### config.mk
export PLATFORM = sky130hd
export DESIGN_NAME = debug_cmd_responder
export DESIGN_NICKNAME = d
export VERILOG_FILES = /design/src/rtl/debug_cmd_responder.sv
export SDC_FILE = /design/constraint.sdc
export NUM_CORES = 1
export LEC_CHECK = 0
export CAP_MARGIN = 15
export CORE_ASPECT_RATIO = 0.9
export CORE_MARGIN = 2
export CORE_UTILIZATION = 46
export DETAILED_ROUTE_END_ITERATION = 10
export HOLD_SLACK_MARGIN = 0.02
export PLACE_DENSITY_LB_ADDON = 0.2
export SLEW_MARGIN = 20
export SYNTH_ARGS = -nofsm -noshare
export SYNTH_HDL_FRONTEND = slang
export SYNTH_SLANG_ARGS = --single-unit
### constraint.sdc
create_clock -name i_clk -period 2.7 [get_ports i_clk]
set_clock_uncertainty 0.2 [all_clocks]
set_input_delay 0.405 -clock i_clk [delete_from_list [all_inputs] [get_ports i_clk]]
set_output_delay 0.405 -clock i_clk [all_outputs]
set_load 0.005 [all_outputs]
### src/rtl/debug_cmd_responder.sv
// debug_cmd_responder
//   Target-side end of the host debug link. Pops command bytes from the UART
//   RX FIFO, decodes them and drives pipeline control (load, run, halt, step).
//   Pipeline-latch and register-file snapshots go back byte by byte, LSB
//   first, through the UART TX FIFO. Each command ends with 'R' (ok) or
//   'E' (error).
// Ports:
//   i_clk, i_rst                     clock, synchronous active-high reset
//   i_rx_empty/i_rx_data/o_rd_uart   RX FIFO head and pop strobe
//   i_tx_full/o_tx_data/o_wr_uart    TX FIFO push interface
//   i_if_id..i_mem_wb                pipeline latches to snapshot
//   o_reg_addr/i_reg_data            register-file debug read port
//   o_imem_we/addr/data              instruction-memory write port
//   o_cpu_rst, o_pipe_en, o_step_mode  pipeline control
module debug_cmd_responder #(
   parameter int SIZE            = 32,
   parameter int ADDR_WIDTH      = 32,
   parameter int MAX_INSTRUCTION = 64,
   parameter int NUM_REGISTERS   = 32,
   parameter int IF_ID_SIZE      = 32,
   parameter int ID_EX_SIZE      = 129,
   parameter int EX_MEM_SIZE     = 77,
   parameter int MEM_WB_SIZE     = 71
) (
   input  logic                   i_clk,
   input  logic                   i_rst,
   input  logic                   i_rx_empty,
   input  logic [7:0]             i_rx_data,
   output logic                   o_rd_uart,
   input  logic                   i_tx_full,
   output logic [7:0]             o_tx_data,
   output logic                   o_wr_uart,
   input  logic [IF_ID_SIZE-1:0]  i_if_id,
   input  logic [ID_EX_SIZE-1:0]  i_id_ex,
   input  logic [EX_MEM_SIZE-1:0] i_ex_mem,
   input  logic [MEM_WB_SIZE-1:0] i_mem_wb,
   output logic [4:0]             o_reg_addr,
   input  logic [SIZE-1:0]        i_reg_data,
   output logic                   o_imem_we,
   output logic [ADDR_WIDTH-1:0]  o_imem_addr,
   output logic [31:0]            o_imem_data,
   output logic                   o_cpu_rst,
   output logic                   o_pipe_en,
   output logic                   o_step_mode
);

   typedef enum logic [3:0] {
      IDLE, DECODE, LOAD_CNT, LOAD_BYTE, LOAD_WR, SNAP, SEND, SEND_REG, STEP, REPLY
   } state_t;

   localparam int         SHADOW_W = 136;
   localparam logic [7:0] CH_R     = 8'h52;
   localparam logic [7:0] CH_E     = 8'h45;
   localparam logic [4:0] LEN_IF   = 5'((IF_ID_SIZE  + 7) / 8);
   localparam logic [4:0] LEN_IDEX = 5'((ID_EX_SIZE  + 7) / 8);
   localparam logic [4:0] LEN_EXM  = 5'((EX_MEM_SIZE + 7) / 8);
   localparam logic [4:0] LEN_MWB  = 5'((MEM_WB_SIZE + 7) / 8);
   localparam logic [4:0] LAST_REG = 5'(NUM_REGISTERS - 1);

   state_t              state, state_n;
   logic [7:0]          cmd;
   logic [SHADOW_W-1:0] shadow, snap_val;
   logic [4:0]          snap_len, byte_cnt;
   logic [7:0]          n_words, word_k;
   logic [1:0]          byte_idx;
   logic [31:0]         word_buf;
   logic                rd_block;   // forces a gap cycle between pops
   logic                can_pop, n_bad, last_byte, more_regs;

   assign can_pop   = !i_rx_empty && !rd_block && !i_rst;
   assign n_bad     = (i_rx_data == 8'd0) || (int'(i_rx_data) > MAX_INSTRUCTION);
   assign last_byte = (byte_cnt == 5'd1);
   assign more_regs = (cmd == 8'h01) && (o_reg_addr != LAST_REG);

   // Latch selection for the snapshot commands, zero-extended into the shadow.
   always_comb begin
      snap_val = '0;
      snap_len = LEN_IF;
      case (cmd)
         8'h02: begin snap_val[IF_ID_SIZE-1:0]  = i_if_id;  snap_len = LEN_IF;   end
         8'h03: begin snap_val[ID_EX_SIZE-1:0]  = i_id_ex;  snap_len = LEN_IDEX; end
         8'h04: begin snap_val[EX_MEM_SIZE-1:0] = i_ex_mem; snap_len = LEN_EXM;  end
         8'h05: begin snap_val[MEM_WB_SIZE-1:0] = i_mem_wb; snap_len = LEN_MWB;  end
         default: ;
      endcase
   end

   always_ff @(posedge i_clk) begin
      if (i_rst) state <= IDLE;
      else       state <= state_n;
   end

   always_comb begin
      state_n   = state;
      o_rd_uart = 1'b0;
      o_wr_uart = 1'b0;
      o_imem_we = 1'b0;
      case (state)
         IDLE: if (can_pop) begin
            o_rd_uart = 1'b1;
            state_n   = DECODE;
         end
         DECODE: case (cmd)
            8'h01:                      state_n = SEND_REG;
            8'h02, 8'h03, 8'h04, 8'h05: state_n = SNAP;
            8'h07:                      state_n = LOAD_CNT;
            8'h0A:                      state_n = o_step_mode ? STEP : REPLY;
            default:                    state_n = REPLY;
         endcase
         LOAD_CNT: if (can_pop) begin
            o_rd_uart = 1'b1;
            state_n   = n_bad ? REPLY : LOAD_BYTE;
         end
         LOAD_BYTE: if (can_pop) begin
            o_rd_uart = 1'b1;
            if (byte_idx == 2'd3) state_n = LOAD_WR;
         end
         LOAD_WR: begin
            o_imem_we = 1'b1;
            state_n   = (word_k == n_words - 8'd1) ? REPLY : LOAD_BYTE;
         end
         SNAP:     state_n = SEND;
         SEND_REG: state_n = SEND;
         SEND: if (!i_tx_full) begin
            o_wr_uart = 1'b1;
            if (last_byte) state_n = more_regs ? SEND_REG : REPLY;
         end
         STEP: state_n = REPLY;
         REPLY: if (!i_tx_full) begin
            o_wr_uart = 1'b1;
            state_n   = IDLE;
         end
         default: state_n = IDLE;
      endcase
   end

   always_ff @(posedge i_clk) begin
      if (i_rst) begin
         cmd         <= '0;
         shadow      <= '0;
         byte_cnt    <= '0;
         n_words     <= '0;
         word_k      <= '0;
         byte_idx    <= '0;
         word_buf    <= '0;
         rd_block    <= 1'b0;
         o_tx_data   <= '0;
         o_reg_addr  <= '0;
         o_imem_addr <= '0;
         o_imem_data <= '0;
         o_cpu_rst   <= 1'b0;
         o_pipe_en   <= 1'b0;
         o_step_mode <= 1'b0;
      end else begin
         rd_block  <= o_rd_uart;
         o_cpu_rst <= 1'b0;
         case (state)
            IDLE: if (o_rd_uart) cmd <= i_rx_data;
            DECODE: case (cmd)
               8'h01: o_reg_addr <= '0;
               8'h07: o_pipe_en  <= 1'b0;
               8'h08: begin o_step_mode <= 1'b0; o_tx_data <= CH_R; end
               8'h11: begin
                  o_step_mode <= 1'b1;
                  o_pipe_en   <= 1'b0;
                  o_tx_data   <= CH_R;
               end
               8'h0D: begin
                  o_cpu_rst <= 1'b1;
                  o_pipe_en <= !o_step_mode;
                  o_tx_data <= CH_R;
               end
               8'h0B: begin o_pipe_en <= 1'b0; o_tx_data <= CH_R; end
               // Step: enable goes high here and drops in STEP, one cycle wide.
               8'h0A: if (o_step_mode) o_pipe_en <= 1'b1;
                      else             o_tx_data <= CH_E;
               8'h02, 8'h03, 8'h04, 8'h05: ;
               default: o_tx_data <= CH_E;
            endcase
            LOAD_CNT: if (o_rd_uart) begin
               n_words  <= i_rx_data;
               word_k   <= '0;
               byte_idx <= '0;
               if (n_bad) o_tx_data <= CH_E;
            end
            LOAD_BYTE: if (o_rd_uart) begin
               // Little-endian: bytes enter at the top and drift down.
               word_buf <= {i_rx_data, word_buf[31:8]};
               byte_idx <= byte_idx + 2'd1;
               if (byte_idx == 2'd3) begin
                  o_imem_data <= {i_rx_data, word_buf[31:8]};
                  o_imem_addr <= ADDR_WIDTH'({word_k, 2'b00});
               end
            end
            LOAD_WR: begin
               word_k <= word_k + 8'd1;
               if (word_k == n_words - 8'd1) o_tx_data <= CH_R;
            end
            SNAP: begin
               shadow    <= snap_val;
               o_tx_data <= snap_val[7:0];
               byte_cnt  <= snap_len;
            end
            // Register data is sampled one cycle after o_reg_addr settles.
            SEND_REG: begin
               shadow    <= SHADOW_W'(i_reg_data);
               o_tx_data <= i_reg_data[7:0];
               byte_cnt  <= 5'd4;
            end
            SEND: if (o_wr_uart) begin
               shadow    <= {8'h00, shadow[SHADOW_W-1:8]};
               o_tx_data <= shadow[15:8];
               byte_cnt  <= byte_cnt - 5'd1;
               if (last_byte) begin
                  if (more_regs) o_reg_addr <= o_reg_addr + 5'd1;
                  else           o_tx_data  <= CH_R;
               end
            end
            STEP: begin
               o_pipe_en <= 1'b0;
               o_tx_data <= CH_R;
            end
            default: ;
         endcase
      end
   end

endmodule

After elaboration in Yosys (flattened, before gate mapping)
Cells that the tools add are included.
{ "classes": {"n_addsub": 5, "n_lt_le_gt_ge": 1, "eq_ne": 42, "mux": 51, "bitwise_logic": 1, "n_reduce_logical": 37} }
{ "op_table": {"columns": ["cell", "n"], "rows": [
  ["$pmux W136 S3", 1],
  ["$mux W136", 1],
  ["$pmux W32 S4", 1],
  ["$pmux W39 S3", 1],
  ["$mux W8", 8],
  ["$pmux W8 S7", 1],
  ["$mux W52", 1],
  ["$mux W4", 10],
  ["$pmux W4 S9", 1],
  ["$eq A8 B4 Y1 const B", 4],
  ["$ne A2 B2 Y1 const B", 15],
  ["$pmux W5 S3", 2],
  ["$mux W5", 5],
  ["$eq A8 B3 Y1 const B", 3],
  ["$pmux W8 S3", 1],
  ["$eq A4 B3 Y1 const B", 4],
  ["$eq A8 B2 Y1 const B", 2],
  ["$pmux W4 S4", 1],
  ["$pmux W8 S2", 1],
  ["$reduce_and A7 Y1", 2],
  ["$pmux W6 S2", 1],
  ["$reduce_and A2 Y1", 6],
  ["$pmux W5 S2", 1],
  ["$reduce_bool A2 Y1", 5],
  ["other kinds (36)", 59]
]} }
{ "totals": {"register_bits": 260, "input_bits": 353, "output_inout_bits": 83, "wordCells": 153} }

Longest topological paths before layout
Gate-level depths: netlist (run 1).
{ "logic_depth": {"ltp_word": 7, "ltp_mapped": 11, "depth_no_buf": 10} }

Worst setup path before layout (run 1)
OpenSTA, ideal clock, no wires.
{ "synth_path": {"kind": "register to register", "startpoint": "reg n_words[0]", "endpoint": "reg o_tx_data[6]", "setup_ns": 0.079, "t_arrival_ns": 2.151, "required_ns": 2.421, "path_slack_ns": 0.270, "path_stages_with_launch": 12, "path_buffers": 2, "synth_period_minus_slack_ns": 2.430, "cell_sequence": "dfxtp_1 inv_1 ha_1 or3b_2 nor4_1 nor2_1 a22oi_1 and3_1 buf_6 buf_12 nor2_2 a211oi_2"} }
{ "synth_via": {"elab_chain_len": 4} }
{ "synth_lines": {"columns": ["item", "line", "source"], "rows": [
  ["start: declaration", "64", "logic [7:0] n_words, word_k;"],
  ["start signal: assignment", "181", "n_words <= i_rx_data;"],
  ["$sub A8 B1 Y8", "197", "if (word_k == n_words - 8'd1) o_tx_data <= CH_R;"],
  ["$eq A8 B8 Y1", "197", null],
  ["$ne A2 B2 Y1 (no source line)", null, null],
  ["$reduce_and A7 Y1 (no source line)", null, null],
  ["end signal: assignment", "201", "o_tx_data <= snap_val[7:0];"],
  ["end signal: assignment", "207", "o_tx_data <= i_reg_data[7:0];"],
  ["end signal: assignment", "212", "o_tx_data <= shadow[15:8];"],
  ["end: declaration", "31", "output logic [7:0] o_tx_data,"]
]} }
Every way passes these cells.
A chain may end at the register's enable or synchronous reset.

Worst setup path in the final report (run 1)
{ "layout_path": {"startpoint": "reg state[3]", "endpoint": "out o_wr_uart"} }
{ "layout_via": {"elab_chain_len": 3, "word_cells_on_any_way": 4, "cone_classes": "2 x eq/ne; 1 x mux; 1 x reduce/logical"} }
{ "layout_lines": {"columns": ["item", "line", "source"], "rows": [
  ["start: declaration", "60", "state_t state, state_n;"],
  ["start signal: assignment", "90", "else state <= state_n;"],
  ["$eq A4 B3 Y1 or $eq A4 B4 Y1 (tied branches)", "98", "case (state)"],
  ["$reduce_or A2 Y1 (no source line) *", null, null],
  ["$mux W1 *", null, null],
  ["end: declaration", "32", "output logic o_wr_uart,"]
]} }
Every way passes the cells marked *; elsewhere a longest branch is shown, timed or not.

==> key figures, run 1 <==
Timing
  • Setup TNS: 0 ps
  • Minimum clock period after layout: 2630 ps
  • Slew Viols, Final: 0
  • Slew HR: 0.288
  • Final Hold Fails: 0
  • Post-route clock period utilization: 0.975
  • Worst-margin pin slew: 1070 ps
  • Final setup vio count: 0
  • Max Clock Freq: 380 MHz
  • Unrepaired setup endpoints after global routing: no

Route
  • Post-Route WL: 47700 um
  • Starting DRT DRC Count: 1540
  • Via count: 13900
  • DR DRC count: 0
  • Routed length per instance: 20.3 um
  • Vias per cell: 5.90
  • ANT nets after route: 0
  • Initial DRT Pass Iterations: 9

Setup path
  • Setup slack, reg-to-reg: 80 ps
  • Buffers & Inverters on Critical Path: 2
  • Setup crit end kind: output pin
  • Worst Path Required: 2100 ps
  • CP top delay family: buffers and inverters
  • Critical Path Max Stage Delay: 540 ps
  • CP max-delay cell: clkdlybuf4s50_1
  • Data arrival, critical path: 2030 ps
  • CP cell instances: buf_6 -> nor2b_4 -> nand3b_1 -> a21oi_1 -> clkdlybuf4s50_1
  • Setup Crit Path Kind: reg -> out
  • Crit path launch type: register
  • Worst-path fanout max: 9

Clock tree
  • H-tree levels: 1
  • Reg clk slew, reported paths: 60 ps
  • CTS Buf Count: 25
  • Clock sinks: 237
  • Hold buffers post-CTS: 0
  • Root Buffer Master: clkbuf_16
  • CTS tree: done
  • Max clock buf depth: 3
  • Skew-Pair Late Insertion Delay: 520 ps

Yosys
  • Post-synth EDFFs: 0
  • Library cells used by synthesis: 72
  • Synth Area in Compound Gates: 0.279
  • Synth Warn #: 0
  • Mean post-synth cell area: 7.79 um^2
  • Synth Register Bits: 237
  • Cell area after synthesis: 12200 um^2
  • Largest family of logic cells by synthesized area: compound AO/OA/AOI/OAI gates
  • Main synth FF type: dfxtp_1
  • Area leader, netlist: dfxtp_1
  • Async SR Flop Fraction: 0
  • Simple-gate share of the synthesized area: 0.225
  • Mux cell area share after synthesis: 0.0173
  • Sequential element share of the synthesized area: 0.389
  • Post-synthesis adder-cell area fraction: 0.00718
  • Area fraction of the dominant cell type after synthesis: 0.389
  • Top post-synthesis cells by area: dfxtp_1 39%, nand2_1 7.4%, a22oi_1 5.5%, a221oi_1 5.3%, nor2_1 4.9%
  • Post-synthesis xor/xnor area fraction: 0.00933
  • Cells after Synth: 1567

Cells and area
  • Final core utilization: 0.693
  • Share of layout cells above drive strength 1: 0.0962
  • Nets: 2329
  • Non-Filler Instances: 2349
  • Filler cells: 2191
  • Commonest non-fill, non-tap cell in the layout: clkdlybuf4s50_1
  • P&R area growth vs syn: 47.9%
  • Commonest non-fill, non-tap cells in the layout: 408 x clkdlybuf4s50_1, 240 x nand2_1, 235 x dfxtp_1

Power and ir drop
  • Max rail drop VDD: 0.000371 V
  • Internal Pwr Total: 6.40 mW
  • LEAKAGE: 6.19 nW
  • P per Cell Area: 484 nW/um^2
  • Share of power burned in registers: 0.414
  • Clock power frac: 0.374
  • Switching share of power: 0.267
  • Comb pwr share: 0.212
  • Psw: 2.33 mW

Place
  • Placed Cells: 2288
  • Routability cong.: 0.990
  • I/O Buffers: 411
  • DP HPWL: 34900 um

Global route
  • Global-route wire length before repair: 71300 um
  • Initial antenna violation count: 15
  • GRT Total Usage: 0.323
  • Remaining Overflow, GRT: 0
  • Number of global-route vias before repair: 12700
  • Largest net degree at the start of global routing: 103

Floorplan
  • DIE HEIGHT: 159 um
  • Die Span X: 176 um
  • Core footprint: 26100 um^2
  • Cell row count: 56
  • Starting Density: 0.468
  • Top Ports: 436
  • Full die area: 27900 um^2

Run
  • Max-Cap Viols: 0

Status
  • Status: finished, final reports clean

Worst hold path
  • Hold crit path type: in -> reg
-- worst reg2reg max path, cell delays in order, from the launching register on --
cell and delay (ps):
dfxtp_1 340, or4_4 550, or4_1 540, nand3_2 90, a311o_2 140, and3_4 210, buf_12 140, mux2i_1 210
nor2_1 60
-- layout make-up --
cell class	count	area, um^2	area share
inverter	15	56.3	0.00312
tap	348	435	0.0241
sequential	237	4750	0.263
multi-input combinational	1166	6770	0.375
clock buffer	38	744	0.0412
timing repair buffer	524	5230	0.290
antenna	15	37.5	0.00208
clock inverter	6	30.0	0.00166
-- kinds of logic after synthesis --
logic type                 after synthesis
and+or+nand+nor                        611
other                                    1
DFF                                    237
buffers and inverters                  187
xor gates and xnor gates                13
muxes                                   21
adders and majority gates                7
AOI/OAI and AO/OA                      490
-- what timing repair did --
action	in CTS	in global routing
endpoints found under the setup margin	7	8
pin swaps	0	1
resized for setup	7	9
setup buffers	1	1
-- metrics by stage --
step	setup slack, ps	cell area, um^2	power, mW	hold WS (ps)
global placement	-49.4	17200	5.44	237
finish	66.5	18100	8.73	132
CTS	6.40	18000	8.72	119
detailed placement	-65.7	17200	5.46	246
floorplan	270	12300	4.48	232
global route	3.26	18100	9.03	153
-- cell usage after synthesis (all sizes together), types with 25 or more instances --
library cell,count
nor3,89
nand3,45
a221oi,74
nand2,240
nor2,163
a22oi,90
buf,51
clkbuf,120
o21ai,91
a222oi,25
dfxtp,237
a21oi,98
-- final timing paths --
check | endpoint | cells after the start | from
hold reg to reg | o_imem_data[10] | 2 | o_imem_data[10]
setup reg to reg | o_tx_data[0] | 8 | n_words[0]
hold / removal | rd_block | 4 | i_rst
setup / recovery | o_wr_uart | 5 | state[3]
-- flip-flops by register name, indices dropped and copies added (netlist names), 2 cells and up --
register,cells
shadow,121
byte_idx,2
cmd,8
o_imem_addr,8
o_tx_data,8
o_reg_addr,5
n_words,8
word_k,8
state,4
byte_cnt,5
o_imem_data,32
word_buf,24
-- power by group through the flow --
| stage | Combinational (mW) | Sequential (mW) | Clock, mW |
|---|---|---|---|
| 6_report | 1.85 | 3.62 | 3.27 |
| 5_1_grt | 1.95 | 3.62 | 3.45 |
| 4_1_cts | 1.80 | 3.61 | 3.31 |
| 3_5_place_dp | 1.78 | 3.69 | 0 |
| 3_3_place_gp | 1.76 | 3.69 | 0 |
| 2_1_floorplan | 0.807 | 3.67 | 0 |
-- per-layer routing --
| layer | part of all wire | routed length [um] | up-vias | track usage |
|---|---|---|---|---|
| met1 | 0.41 | 19600 | 6562 | 0.426 |
| met2 | 0.47 | 22600 | 667 | 0.533 |
| li1 | - | - | 6548 | - |
| met5 | 0 | 0 | - | 0 |
| met4 | 0.032 | 1530 | 0 | 0.125 |
| met3 | 0.083 | 3960 | 92 | 0.0544 |
(Power assumes the default switching activity.)
==> run 2, diff against run 1 <==
- SETUP_SLACK_MARGIN: unset -> 0.05
==> key figures, run 2 (synthesis results as in run 1) <==
Status
  • Status: finished, final reports clean

Worst hold path
  • Hold crit path type: in -> reg
  • Hold path cells: 4 (unchanged)

Floorplan
  • Cell row count: 56 (unchanged)
  • Full die area: 27900 um^2 (unchanged)
  • Starting Density: 0.468 (unchanged)
  • Top Ports: 436 (unchanged)
  • Die Span X: 176 um (unchanged)
  • DIE HEIGHT: 159 um (unchanged)
  • Core footprint: 26100 um^2 (unchanged)

Cells and area
  • Multi-input logic area: 6800 um^2 (+0.39%)
  • Commonest non-fill, non-tap cell in the layout: clkdlybuf4s50_1
  • Top Registers: shadow x121, o_imem_data x32, word_buf x24
  • Non-Filler Instances: 2352 (+0.13%)
  • Nets: 2332 (+0.13%)
  • Filler cells: 2184 (-0.32%)
  • Top reg by flops: shadow
  • Storage cell area: 4750 um^2 (about the same)
  • P&R area growth vs syn: 48.4%
  • Share of layout cells above drive strength 1: 0.100 (+0.00388)
  • Commonest non-fill, non-tap cells in the layout: 408 x clkdlybuf4s50_1, 240 x nand2_1, 235 x dfxtp_1
  • Number of flip-flops in the largest register: 121 (unchanged)

Power and ir drop
  • LEAKAGE: 6.21 nW (+0.44%)
  • P per Cell Area: 483 nW/um^2 (about the same)
  • Max rail drop VDD: 0.000374 V (+0.77%)

Route
  • Post-Route WL: 47700 um (about the same)
  • ANT nets after route: 0 (unchanged)
  • Routed length per instance: 20.3 um (about the same)
  • Starting DRT DRC Count: 1578 (+2.5%)
  • Vias per cell: 5.90 (about the same)
  • Via count: 13900 (+0.13%)
  • DR DRC count: 0 (unchanged)
  • Initial DRT Pass Iterations: 8 (-1)

Clock tree
  • Root Buffer Master: clkbuf_16
  • Skew-Pair Late Insertion Delay: 520 ps (about the same)
  • H-tree levels: 1 (unchanged)
  • CTS tree: done
  • Max clock buf depth: 3 (unchanged)
  • CTS Buf Count: 25 (unchanged)
  • Hold buffers post-CTS: 0 (unchanged)
  • Reg clk slew, reported paths: 60 ps (about the same)
  • Clock sinks: 237 (unchanged)

Timing
  • Slew HR: 0.288 (about the same)
  • Max Clock Freq: 383 MHz (+0.96%)
  • Unrepaired setup endpoints after global routing: yes
  • Setup TNS: 0 ps (unchanged)
  • Final Hold Fails: 0 (unchanged)
  • PnR worst setup slack: 91.5 ps (+25.0 ps)
  • Post-route clock period utilization: 0.966 (-0.00926)
  • Minimum clock period after layout: 2610 ps (-25.0 ps)
  • Final setup vio count: 0 (unchanged)
  • Worst-margin pin slew: 1070 ps (-0.136 ps)
  • Slew Viols, Final: 0 (unchanged)

Global route
  • GR peak layer: met2
  • Largest net degree at the start of global routing: 103 (unchanged)
  • Number of global-route vias before repair: 12700 (+0.055%)
  • GRT Total Usage: 0.324 (+0.000517)
  • Met2 GRT Util: 0.534 (+0.000937)
  • GRT met3 Usage: 0.0544 (unchanged)
  • Initial antenna violation count: 15 (unchanged)
  • Global-route wire length before repair: 71400 um (+0.14%)
  • Remaining Overflow, GRT: 0 (unchanged)
  • Met1 usage in global routing: 0.427 (+0.000743)

Place
  • Routability cong.: 0.990 (unchanged)
  • Pre-CTS WS: -65.7 ps (unchanged)
  • DP HPWL: 34900 um (unchanged)
  • I/O Buffers: 411 (unchanged)
  • Placed Cells: 2288 (unchanged)

Setup path
  • Data arrival, critical path: 2780 ps (+750 ps)
  • Setup Crit Path Kind: reg -> reg
  • Worst Path Required: 2870 ps (+770 ps)
  • Crit path launch type: register
  • Setup crit end kind: register
  • Worst-path fanout max: 14 (+5)
  • Worst reg2reg path depth: 8 (unchanged)

Run
  • Max-Cap Viols: 0 (unchanged)
[run 2: area by class of cell]
cell class / instances / area share
diodes: 15 / 0.00207
clock buffers: 38 / 0.0411
clock inverters: 6 / 0.00166
inverters: 15 / 0.00311
multi-input cells: 1166 / 0.375
flip-flops and latches: 237 / 0.262
well taps: 348 / 0.0240
repair buffers: 527 / 0.290
[run 2: layer usage]
layer,vias up,part of all wire,wire length (um)
met2,652,0.47,22500
met4,0,0.032,1510
met5,-,0,0
met1,6594,0.41,19800
li1,6551,-,-
met3,90,0.082,3900
[run 2: worst paths after layout]
check,from,end,slack [ps]
min reg2reg,o_imem_data[10],o_imem_data[10],250
max reg2reg,n_words[0],o_tx_data[0],90
min,i_rst,rd_block,130
max,n_words[0],o_tx_data[0],90
[run 2: per-stage QoR]
step | hold WS, ps | util | cell area (um^2) | power [mW]
detailed placement | 246 | 0.659 | 17200 | 5.46
global placement | 237 | 0.659 | 17200 | 5.44
floorplan | 232 | - | 12300 | 4.48
finish | 129 | 0.695 | 18100 | 8.76
CTS | 119 | 0.690 | 18000 | 8.73
global route | 153 | 0.695 | 18100 | 9.05
[run 2: critical path, cell delays in order, from the launching register on]
cell     delay, ps
dfxtp_1        340
or4_4          560
or4_4          530
nand3_2         90
a311o_2        140
and3_4         210
buf_12         140
mux2i_1        210
nor2_1          50
[run 2: repair_timing]
action,in CTS,in global routing
setup buffers,1,4
setup endpoints to repair,12,14
resized for setup,12,14
pin swaps,0,3
[run 2: report_power, final]
group,internal (mW),switching (mW)
Sequential,3.56,0.0559
Combinational,0.965,0.906
Clock,1.89,1.38
Total,6.41,2.34
